$ cat config.mk
export PLATFORM = sky130hd
export DESIGN_NAME = rmii_tx_frame_monitor
export DESIGN_NICKNAME = d
export VERILOG_FILES = /design/src/rtl/rmii_tx_frame_monitor.sv
export SDC_FILE = /design/constraint.sdc
export NUM_CORES = 1
export LEC_CHECK = 0
export BUFFER_PORTS_ARGS = -buffer_cell sky130_fd_sc_hd__buf_2
export CAP_MARGIN = 20
export CELL_PAD_IN_SITES_DETAIL_PLACEMENT = 0
export CELL_PAD_IN_SITES_GLOBAL_PLACEMENT = 1
export CORE_UTILIZATION = 30
export DETAILED_ROUTE_END_ITERATION = 6
export PLACE_DENSITY = 0.56
export SYNTH_ARGS = -nofsm -noshare
export SYNTH_HDL_FRONTEND = slang
export SYNTH_SLANG_ARGS = --single-unit
$ cat constraint.sdc
create_clock -name CLK -period 2.6 [get_ports CLK]
set_input_delay 0.52 -clock CLK [delete_from_list [all_inputs] [get_ports CLK]]
set_output_delay 0.52 -clock CLK [all_outputs]
set_load 0.1 [all_outputs]
$ cat src/rtl/rmii_tx_frame_monitor.sv
// RMII (100 Mbit/s, dibit per REFCLK) transmit frame monitor: strips preamble/SFD,
// assembles bytes, checks FCS/length/alignment and keeps good/bad frame counters.
module rmii_tx_frame_monitor #(
  parameter int MIN_PRE = 15,
  parameter int MIN_LEN = 64,
  parameter int MAX_LEN = 1518
) (
  input  logic        CLK,
  input  logic        RST,
  input  logic        TXEN,
  input  logic [1:0]  TXD,
  output logic [7:0]  DOUT,
  output logic        DOUT_VLD,
  output logic        DOUT_SOP,
  output logic        FRM_DONE,
  output logic [10:0] FRM_LEN,
  output logic        FRM_CRC_OK,
  output logic        FRM_LEN_ERR,
  output logic        FRM_ALIGN_ERR,
  output logic        FRM_PRE_ERR,
  output logic [15:0] GOOD_CNT,
  output logic [15:0] BAD_CNT,
  output logic        BUSY
);

  localparam logic [5:0]  PRE_MIN  = 6'(MIN_PRE);
  localparam logic [10:0] LEN_MIN  = 11'(MIN_LEN);
  localparam logic [10:0] LEN_MAX  = 11'(MAX_LEN);
  localparam logic [31:0] CRC_RES  = 32'hDEBB20E3;

  typedef enum logic [2:0] {S_WAIT, S_IDLE, S_PRE, S_DATA, S_DROP} state_t;

  state_t      state, state_nxt;
  logic        pre_start, pre_inc, data_start, data_shift, data_end, pre_end;
  logic [5:0]  pre_cnt;
  logic [1:0]  phase;
  logic [5:0]  shreg;
  logic [10:0] byte_cnt;
  logic [31:0] crc;
  logic [7:0]  byte_q;
  logic        byte_vld_q, byte_sop_q;
  logic        done_pend, done_pre;
  logic [7:0]  byte_new;

  logic        st_crc_ok, st_len_err, st_align_err, st_good;

  function automatic logic [31:0] crc32_byte(input logic [31:0] c, input logic [7:0] b);
    logic [31:0] r;
    r = c;
    for (int i = 0; i < 8; i++)
      r = (r[0] ^ b[i]) ? ((r >> 1) ^ 32'hEDB88320) : (r >> 1);
    return r;
  endfunction

  assign byte_new = {TXD, shreg};
  assign BUSY     = (state == S_PRE) || (state == S_DATA);

  always_ff @(posedge CLK) begin
    if (RST) state <= S_WAIT;
    else     state <= state_nxt;
  end

  always_comb begin
    state_nxt  = state;
    pre_start  = 1'b0;
    pre_inc    = 1'b0;
    data_start = 1'b0;
    data_shift = 1'b0;
    data_end   = 1'b0;
    pre_end    = 1'b0;
    case (state)
      S_WAIT: if (!TXEN) state_nxt = S_IDLE;
      S_IDLE: begin
        if (TXEN) begin
          if (TXD == 2'b01) begin
            pre_start = 1'b1;
            state_nxt = S_PRE;
          end else begin
            state_nxt = S_DROP;
          end
        end
      end
      S_PRE: begin
        if (!TXEN) begin
          pre_end   = 1'b1;
          state_nxt = S_IDLE;
        end else if (TXD == 2'b01) begin
          pre_inc = 1'b1;
        end else if (TXD == 2'b11 && pre_cnt >= PRE_MIN) begin
          data_start = 1'b1;
          state_nxt  = S_DATA;
        end else begin
          state_nxt = S_DROP;
        end
      end
      S_DATA: begin
        if (TXEN) begin
          data_shift = 1'b1;
        end else begin
          data_end  = 1'b1;
          state_nxt = S_IDLE;
        end
      end
      S_DROP: begin
        if (!TXEN) begin
          pre_end   = 1'b1;
          state_nxt = S_IDLE;
        end
      end
      default: state_nxt = S_WAIT;
    endcase
  end

  // Frame bookkeeping (byte_cnt, phase, crc) stays untouched between end of
  // frame and the next SFD, so the status stage reads it one cycle later.
  assign st_crc_ok    = !done_pre && (crc == CRC_RES);
  assign st_len_err   = !done_pre && ((byte_cnt < LEN_MIN) || (byte_cnt > LEN_MAX));
  assign st_align_err = !done_pre && (phase != 2'd0);
  assign st_good      = st_crc_ok && !st_len_err && !st_align_err && !done_pre;

  always_ff @(posedge CLK) begin
    if (RST) begin
      pre_cnt       <= '0;
      phase         <= '0;
      shreg         <= '0;
      byte_cnt      <= '0;
      crc           <= 32'hFFFFFFFF;
      byte_q        <= '0;
      byte_vld_q    <= 1'b0;
      byte_sop_q    <= 1'b0;
      done_pend     <= 1'b0;
      done_pre      <= 1'b0;
      DOUT          <= '0;
      DOUT_VLD      <= 1'b0;
      DOUT_SOP      <= 1'b0;
      FRM_DONE      <= 1'b0;
      FRM_LEN       <= '0;
      FRM_CRC_OK    <= 1'b0;
      FRM_LEN_ERR   <= 1'b0;
      FRM_ALIGN_ERR <= 1'b0;
      FRM_PRE_ERR   <= 1'b0;
      GOOD_CNT      <= '0;
      BAD_CNT       <= '0;
    end else begin
      byte_vld_q <= 1'b0;
      done_pend  <= 1'b0;

      if (pre_start) pre_cnt <= 6'd1;
      else if (pre_inc && pre_cnt != 6'd63) pre_cnt <= pre_cnt + 6'd1;

      if (data_start) begin
        phase    <= '0;
        byte_cnt <= '0;
        crc      <= 32'hFFFFFFFF;
      end

      if (data_shift) begin
        phase <= phase + 2'd1;
        case (phase)
          2'd0: shreg[1:0] <= TXD;
          2'd1: shreg[3:2] <= TXD;
          2'd2: shreg[5:4] <= TXD;
          default: begin
            byte_q     <= byte_new;
            byte_vld_q <= 1'b1;
            byte_sop_q <= (byte_cnt == 11'd0);
            crc        <= crc32_byte(crc, byte_new);
            if (byte_cnt != 11'h7FF) byte_cnt <= byte_cnt + 11'd1;
          end
        endcase
      end

      if (data_end) begin
        done_pend <= 1'b1;
        done_pre  <= 1'b0;
      end else if (pre_end) begin
        done_pend <= 1'b1;
        done_pre  <= 1'b1;
      end

      DOUT_VLD <= byte_vld_q;
      DOUT_SOP <= byte_vld_q && byte_sop_q;
      if (byte_vld_q) DOUT <= byte_q;

      FRM_DONE <= done_pend;
      if (done_pend) begin
        FRM_LEN       <= done_pre ? 11'd0 : byte_cnt;
        FRM_CRC_OK    <= st_crc_ok;
        FRM_LEN_ERR   <= st_len_err;
        FRM_ALIGN_ERR <= st_align_err;
        FRM_PRE_ERR   <= done_pre;
        if (st_good) GOOD_CNT <= GOOD_CNT + 16'd1;
        else         BAD_CNT  <= BAD_CNT + 16'd1;
      end
    end
  end

endmodule

======== Word-level counts from Yosys, hierarchy flattened ========
Index checks and enable logic that the tools add are counted.
storage, ports and cells
  flip-flop bits (word level) ............. 130
  input bits .............................. 5
  output and inout port bits .............. 59
  word-level logic and storage cells ...... 142
cells by class
  add/subtract/negate cells ............... 5
  $lt $le $gt $ge ......................... 3
  eq/ne operators ......................... 14
  muxes and demuxes ....................... 43
  bitwise logic cells ..................... 19
  reduce and logical (&&, ||, !) cells .... 33
operators with widths
  kind                     count
  $mux W32                 11
  $not A13 Y14             8
  $mux W11                 5
  $add A16 B1 Y16 const B  2
  $eq A32 B32 Y1 const B   1
  $mux W1                  18
  $mux W3                  6
  $reduce_and A2 Y1        6
  $add A11 B1 Y11 const B  1
  $gt A11 B11 Y1 const B   1
  $logic_not A11 Y1        1
  $lt A11 B7 Y1 const B    1
  $ne A11 B11 Y1 const B   1
  $logic_and A1 B1 Y1      9
  $pmux W3 S3              1
  $reduce_or A2 Y1         4
  $xor A1 B1 Y1            8
  $add A6 B1 Y6 const B    1
  $eq A3 B2 Y1 const B     2
  $ge A6 B4 Y1 const B     1
  $ne A6 B6 Y1 const B     1
  $reduce_bool A2 Y1       3
  $reduce_or A3 Y1         2
  $eq A2 B1 Y1 const B     2
  13 further kinds         21

======== Depth between registers and ports, before layout ========
Gate-level depths: netlist of run 1.
  word-level depth ........................ 18
  gate-level depth with buffers ........... 9
  mapped depth without buffers ............ 7

======== Worst setup path before layout of run 1 ========
No wires, ideal clock.
  kind .................................... register to register
  start ................................... reg state[1]
  end ..................................... reg pre_cnt[5]
  arrival ................................. 2,983 ps
  required time ........................... 2,482 ps
  slack ................................... -501 ps
  stages on the path, launching flop included .. 8
  buffers on the path ..................... 1
  period minus slack after synthesis ...... 3,101 ps
  path through ............................ dfxtp_1 > clkbuf_1 > nor2b_1 > nand4_1 > a31oi_1 > nand4_1 > xor2_1 > nor2_1
on the way
  cells in the longest elaborated chain, start to end .. 3
ends and longest elaborated chain
  element                                                                   line  source
  start, declared                                                           33    state_t state, state_nxt;
  start signal, assigned                                                    60    else state <= state_nxt;
  $eq A3 B1 Y1 or $eq A3 B2 Y1 (tied branches)                              71    case (state)
  $mux W1                                                                   71
  $reduce_or A2 Y1 (no source line) or $logic_and A1 B1 Y1 (tied branches)  -
  end signal, assigned                                                      149   else if (pre_inc && pre_cnt != 6'd63) pre_cnt <= pre_cnt + 6'd1;
  end, declared                                                             35    logic [5:0] pre_cnt;
Several ways; a longest one is shown, not always the timed one.
A chain may end at the register's enable or synchronous reset.

======== Worst setup path after layout of run 1 ========
  start ................................... reg crc[20]
  end ..................................... reg GOOD_CNT[8]
on the way
  cells in the longest elaborated chain, start to end .. 6
ends and longest elaborated chain
  element                             line  source
  start, declared                     39    logic [31:0] crc;
  start signal, assigned              167   crc <= crc32_byte(crc, byte_new);
  $eq A32 B32 Y1                      116   assign st_crc_ok = !done_pre && (crc == CRC_RES);
  $logic_and A1 B1 Y1                 116
  $logic_and A1 B1 Y1 (3 in a row)    119   assign st_good = st_crc_ok && !st_len_err && !st_align_err && !done_pre;
  $reduce_and A2 Y1 (no source line)  -
  end signal, assigned                192   if (st_good) GOOD_CNT <= GOOD_CNT + 16'd1;
  end, declared                       21    output logic [15:0] GOOD_CNT,
Every way passes these cells.

==> results.tsv, run 1 <==
stage	metric	value	unit
status	status	finished, final reports clean	
cells_and_area	antenna_cells	0	
yosys	synth_most_common_cell	dfxtp_1	
yosys	yosysWarnings	0	
sta	max_freq	0.4276	GHz
yosys	yosysSeqAreaShare	41.85	%
cells_and_area	drive_gt1_share	17.64	%
setup_path	arrival	2.64	ns
power	p_leak	2.839	nW
setup_path	cp.required	2.90	ns
worst_hold_path	whs_path_depth	2	
drt	drtIter0Drc	264	
yosys	avgSynthCellArea	8.625	um2
setup_path	worstReg2RegStart	crc[20]$_SDFF_PP1_	
global_routing	grt_max_degree	72	
sta	setup_viol	0	
global_routing	grt_pass1_vias	5145	
placed_design	gp_congestion	0.8298	
yosys	yosys-top-cells-area	dfxtp_1, xnor2_1, a21oi_1, nor2_1, xor2_1	
setup_path	rrSetupSlack	0.26	ns
clock_tree	htreeDepth	4	
yosys	synth_edf_count	0	
flow_run	cap_violations	0	
floorplan	dieArea	0.02131	mm2
yosys	async_flop_share	0	%
global_routing	grt_pass1_wl	28280	um
drt	vias_per_cell	4.968	
worst_hold_path	worst_hold_path_type	in2reg	
clock_tree	hold_buffers	0	
setup_path	reg2reg_depth	6	
placed_design	detailed_place_hpwl	12450	um
floorplan	core-area	0.02030	mm2
sta	min_period	2.339	ns
drt	wire_per_inst	16.07	um
setup_path	r2r-end	GOOD_CNT[8]$_SDFFE_PP0P_	
clock_tree	post_cts_buffers	0	
power	p_per_area	615.0	mW/mm2
drt	antenna_left	0	
setup_path	worst-path-buf-inv	0	
setup_path	endpoint_kind	flip-flop	
clock_tree	cts.reportedPaths.clkPinSlew	0.06	ns
setup_path	cp-start-kind	flip-flop	
setup_path	cp_max_fo	4	
drt	via_count	5341	
power	max-vdd-ir-drop	0.0004153	V
setup_path	worst-setup-path-type	reg2reg	
yosys	synth_area_leader_cell	dfxtp_1	
global_routing	grt_use_total	16.96	%
clock_tree	cts_tree	built	
sta	clock_skew	0.01122	ns
cells_and_area	final_cells	1075	
worst_hold_path	whs_endpoint	done_pend$_SDFF_PP0_	
yosys	synth_seq_cells	130	
floorplan	start_util	30.63	%
clock_tree	ctsResizeCount	0	
floorplan	dieWidth	146.0	um
placed_design	dp_cells	1043	
floorplan	ioPinCount	64	
placed_design	io_buffers	63	
yosys	yosys.area.top_type_share	41.85	%
sta	slew_viol_final	0	
sta	rsz0062_at_grt	false	
clock_tree	cts_buffers	17	
clock_tree	clock_path_buffers	2	
clock_tree	clock_latency	0.42	ns
sta	finalHoldViolCount	0	
cells_and_area	finish.net_count	806	
sta	worst-slew-pin-transition	0.7887	ns
drt	wl	17280	um
yosys	synthDistinctLibCells	60	
setup_path	crit_top_cell	nand4_1	
sta	min_period_over_period	89.96	%
setup_path	slowest_delay	0.54	ns
clock_tree	cts_sinks	130	
floorplan	die_h	146.0	um
yosys	syn_area	0.006218	mm2
yosys	synthCells	721	
global_routing	overflow	0	
yosys	synth_flop_cell	dfxtp_1	
drt	drt-pass1-iter-count	6	
floorplan	rows	52	
yosys	synth_commonest_cells	dfxtp_1, nor2_1, a21oi_1, nand2_1, xnor2_1	
drt	drc	0	
setup_path	worstPathCellList	nand4_1, or4_1, or4_4, nor4_4, nand4_1, mux2_1	
sta	slew_headroom	47.23	%
cells_and_area	syn_to_final_growth	21.97	%
setup_path	crit_slowest_cell	or4_4	
setup_path	crit_family	simple AND/OR/NAND/NOR gates	
worst_hold_path	min-delay-start	TXEN	
clock_tree	clock_tree.root_cell	clkbuf_16	
yosys	synthesis.nets	735	
sta	setup-tns-final	0	ns
global_routing	grt_antenna_before_repair	0	
[sequential cells by signal, indices dropped and copies added (netlist names), 2 cells and up]
name	count
byte_q	8
shreg	6
phase	2
GOOD_CNT	16
DOUT	8
crc	32
BAD_CNT	16
byte_cnt	11
FRM_LEN	11
pre_cnt	6
state	3
[how the worst max path moves through the flow]
| stage | cells after the start | end | slack, ns | startpoint |
|---|---|---|---|---|
| 3_5_place_dp | 6 | GOOD_CNT[8]$_SDFFE_PP0P_ | 0.27 | crc[20]$_SDFF_PP1_ |
| 3_3_place_gp | 6 | GOOD_CNT[8]$_SDFFE_PP0P_ | 0.26 | crc[17]$_SDFF_PP1_ |
| 2_1_floorplan | 7 | pre_cnt[5]$_SDFFE_PP0P_ | 0.07 | state[1]$_SDFFE_PP0P_ |
| 5_1_grt | 7 | BAD_CNT[8]$_SDFFE_PP0P_ | 0.10 | phase[0]$_SDFFE_PP0P_ |
| 6_report | 6 | GOOD_CNT[8]$_SDFFE_PP0P_ | 0.26 | crc[20]$_SDFF_PP1_ |
| 4_1_cts | 6 | GOOD_CNT[8]$_SDFFE_PP0P_ | 0.27 | crc[20]$_SDFF_PP1_ |
[stage by stage]
step | area (um2) | util, % | hold WS, ns | setup slack [ns] | power, mW
global placement | 6959 | 34.28 | 0.4449 | 0.2635 | 2.195
detailed placement | 6959 | 34.28 | 0.4492 | 0.2652 | 2.195
CTS | 7585 | 37.36 | 0.3823 | 0.2675 | 4.722
global route | 7585 | 37.36 | 0.4011 | 0.1032 | 4.822
finish | 7585 | 37.36 | 0.4031 | 0.2612 | 4.665
floorplan | 6221 | - | 0.4301 | 0.07235 | 2.148
[cell type report]
class | instances | area [um2]
multi-input cells | 538 | 3406
flip-flops and latches | 130 | 2603
inverters | 12 | 45.04
clock inverters | 8 | 123.9
fillers | 2106 | 12710
well taps | 270 | 337.8
repair buffers | 93 | 568.0
clock buffers | 24 | 501.7
[logic make-up after synthesis]
family	after synthesis	synth area share, %
mux	15	2.475
buf+inv	53	3.420
flops	130	41.85
fa+ha+maj	9	1.811
simple gates	280	23.50
compound gates	149	14.13
xor+xnor	85	12.82
[cell usage in the layout (no fill, tap or decap), drive strengths merged, types with 11 or more instances in the layout]
master / netlist / routed
dfxtp: 130 / 130
buf: 10 / 93
nor2: 87 / 87
a21oi: 70 / 70
nand2: 57 / 57
xnor2: 57 / 57
xor2: 28 / 28
o21ai: 27 / 27
clkbuf: 31 / 24
nand3: 22 / 22
or3: 20 / 20
nand4: 17 / 17
a22oi: 14 / 14
mux2i: 12 / 12
inv: 11 / 11
and3: 11 / 11
nand2b: 11 / 11
[power by group]
group | internal, mW | switching (mW)
clock | 1.63 | 0.880
combinational | 0.0529 | 0.0947
sequential | 2.00 | 0.00577
[per-layer routing]
metal | part of all wire (%) | track usage, % | vias to the layer above
li1 | - | - | 2687
met1 | 49 | 22.73 | 2528
met2 | 45 | 27.34 | 105
met3 | 4.2 | 3.730 | 21
met4 | 1.5 | 4.792 | 0
met5 | 0 | 0 | -
(Power assumes the default switching activity.)
==> run 2, diff against run 1 <==
--- a/config.mk
+++ b/config.mk
@@ -5,13 +5,13 @@
 export SDC_FILE = /design/constraint.sdc
 export NUM_CORES = 1
 export LEC_CHECK = 0
-export BUFFER_PORTS_ARGS = -buffer_cell sky130_fd_sc_hd__buf_2
 export CAP_MARGIN = 20
 export CELL_PAD_IN_SITES_DETAIL_PLACEMENT = 0
 export CELL_PAD_IN_SITES_GLOBAL_PLACEMENT = 1
 export CORE_UTILIZATION = 30
 export DETAILED_ROUTE_END_ITERATION = 6
-export PLACE_DENSITY = 0.56
+export DONT_BUFFER_PORTS = 1
+export PLACE_DENSITY = 0.53
 export SYNTH_ARGS = -nofsm -noshare
 export SYNTH_HDL_FRONTEND = slang
 export SYNTH_SLANG_ARGS = --single-unit
==> run 2 against run 1 <==
Against the previous run:
- non-clock buffer count decreased by 11
- core utilization increased by 0.41 points
- wire length increased by 1.7%
- critical path depth unchanged
- critical path type unchanged
- critical endpoint unchanged
- clock-buffer cell count decreased by 2
==> results.tsv, run 2 (synthesis results as in run 1) <==
stage	metric	value	unit	change
clock_tree	post_cts_buffers	0		unchanged
placed_design	io_buffers	0		-100%
drt	wl	17570	um	+1.7%
power	comb_power_share	2.2	%	-1.0 points
status	status	finished, final reports clean		
drt	antenna_left	0		unchanged
cells_and_area	regMostFlops	crc		
floorplan	start_util	30.63	%	unchanged
floorplan	dieArea	0.02131	mm2	unchanged
sta	slew_headroom	33.05	%	-14 points
floorplan	ioPinCount	64		unchanged
setup_path	endpoint_kind	flip-flop		
power	p_per_area	624.2	mW/mm2	+1.5%
sta	clock_skew	0.008347	ns	-0.002876 ns
placed_design	dp_cells	1032		-1.1%
sta	finalHoldViolCount	0		unchanged
setup_path	arrival	2.67	ns	+0.03 ns
cells_and_area	finish.utilization	37.78	%	+0.41 points
global_routing	grt_pass1_wl	28800	um	+1.9%
cells_and_area	antenna_cells	0		unchanged
floorplan	die_h	146.0	um	unchanged
power	p_leak	2.794	nW	-1.6%
sta	min_period_over_period	91.05	%	+1.1 points
sta	setup-tns-final	0	ns	unchanged
setup_path	cp_max_fo	4		unchanged
global_routing	overflow	0		unchanged
power	power.share.switching	19.83	%	-1.2 points
cells_and_area	largest_reg_flops	32		unchanged
clock_tree	cts_sinks	130		unchanged
power	switchingPower	0.9493	mW	-3.2%
global_routing	grt_use_total	17.23	%	+0.26 points
clock_tree	cts.reportedPaths.clkPinSlew	0.05	ns	about the same
power	max-vdd-ir-drop	0.0004624	V	+11%
worst_hold_path	worst_hold_path_type	in2reg		
cells_and_area	drive_gt1_share	16.62	%	-1.0 points
clock_tree	clock_tree.root_cell	clkbuf_16		
power	clockPowerShare	56.0	%	+2.1 points
clock_tree	hold_buffers	0		unchanged
sta	slew_viol_final	0		unchanged
drt	drtIter0Drc	226		-14%
sta	min_period	2.367	ns	+0.02855 ns
global_routing	grt_antenna_before_repair	0		unchanged
floorplan	core-area	0.02030	mm2	unchanged
cells_and_area	final_cells	1064		-1.0%
cells_and_area	final_common_cell	dfxtp_1		
setup_path	cp-start-kind	flip-flop		
clock_tree	ctsResizeCount	0		unchanged
cells_and_area	syn_to_final_growth	23.32	%	
setup_path	worst-setup-path-type	reg2reg		
cells_and_area	finish.net_count	795		-1.4%
cells_and_area	fillers	2081		-1.2%
sta	setup_viol	0		unchanged
drt	via_count	5293		-0.90%
sta	worst-slew-pin-transition	1.003	ns	+0.2142 ns
sta	max_freq	0.4224	GHz	-1.2%
power	seq_power_share	41.8	%	-1.1 points
drt	vias_per_cell	4.975		+0.13%
floorplan	dieWidth	146.0	um	unchanged
global_routing	grt_max_degree	107		+49%
placed_design	gp_congestion	0.8077		-2.7%
power	p_int	3.838	mW	+4.2%
clock_tree	clock_latency	0.42	ns	about the same
clock_tree	cts_buffers	17		unchanged
sta	rsz0062_at_grt	false		
global_routing	grt_pass1_vias	5227		+1.6%
cells_and_area	mostFrequentLayoutCells	dfxtp_1, nor2_1, buf_4, a21oi_1, nand2_1		
setup_path	cp.required	2.90	ns	about the same
cells_and_area	top_regs	crc x32, BAD_CNT x16, GOOD_CNT x16		
drt	wire_per_inst	16.51	um	+2.8%
clock_tree	htreeDepth	4		unchanged
placed_design	detailed_place_hpwl	12190	um	-2.0%
floorplan	rows	52		unchanged
sta	holdWs	0.1806	ns	-0.2225 ns
drt	drt-pass1-iter-count	5		-1
clock_tree	cts_tree	built		
drt	drc	0		unchanged
clock_tree	clock_path_buffers	2		unchanged
flow_run	cap_violations	0		unchanged
## run 2: cell types whose count changed in the layout (fill, tap and decap cells not counted), moves of 2 or more
cell / before / now
clkinv_2: 2 / 4
buf_12: 2 / 0
buf_4: 29 / 82
bufinv_16: 3 / 5
buf_2: 62 / 0
## run 2: path summary, 6_finish.rpt
| check | depth (start not counted) | start | slack [ns] | end |
|---|---|---|---|---|
| worst min-delay path | 1 | TXEN | 0.18 | done_pend$_SDFF_PP0_ |
| worst max-delay path | 6 | crc[17]$_SDFF_PP1_ | 0.23 | GOOD_CNT[8]$_SDFFE_PP0P_ |
| worst min register to register | 2 | byte_q[7]$_SDFFE_PP0P_ | 0.46 | byte_q[7]$_SDFFE_PP0P_ |
| worst max register to register | 6 | crc[17]$_SDFF_PP1_ | 0.23 | GOOD_CNT[8]$_SDFFE_PP0P_ |
## run 2: final cells by class
cell class / instances / area [um2] / share of cell area (%)
multi-input combinational: 538 / 3406 / 44.41
tap: 270 / 337.8 / 4.405
clock inverter: 10 / 177.7 / 2.317
sequential: 130 / 2603 / 33.94
inverter: 12 / 45.04 / 0.5874
clock buffer: 22 / 484.2 / 6.314
timing repair buffer: 82 / 615.6 / 8.027
## run 2: routing by layer
layer | wire, um | vias up | global-route usage (%) | part of all wire, %
met2 | 8083 | 104 | 28.11 | 46
li1 | - | 2661 | - | -
met3 | 689 | 17 | 3.824 | 3.9
met5 | 0 | - | 0 | 0
met1 | 8608 | 2511 | 22.59 | 49
met4 | 190 | 0 | 5.365 | 1.1
## run 2: critical path, cell delays in order, from the launching register on
cell and delay, ns:
dfxtp_1 0.39, nand4_1 0.11, or4_1 0.48, or4_4 0.53
nor4_4 0.26, nand4_1 0.13, mux2_1 0.34
## run 2: metrics by stage
step / power [mW] / instance area, um2 / setup WS [ns]
after global placement: 2.150 / 7007 / 0.2545
after floorplan: 2.148 / 6221 / 0.07235
after CTS: 4.858 / 7669 / 0.2202
after global routing: 4.982 / 7669 / 0.05716
after detailed placement: 2.150 / 7007 / 0.2253
final: 4.787 / 7669 / 0.2326
## run 2: power by group through the flow
stage / clock [mW] / sequential (mW) / combinational (mW)
finish: 2.68 / 2.00 / 0.104
global route: 2.87 / 2.00 / 0.113
CTS: 2.75 / 2.00 / 0.105
detailed placement: 0 / 2.05 / 0.104
global placement: 0 / 2.04 / 0.105
floorplan: 0 / 2.05 / 0.100
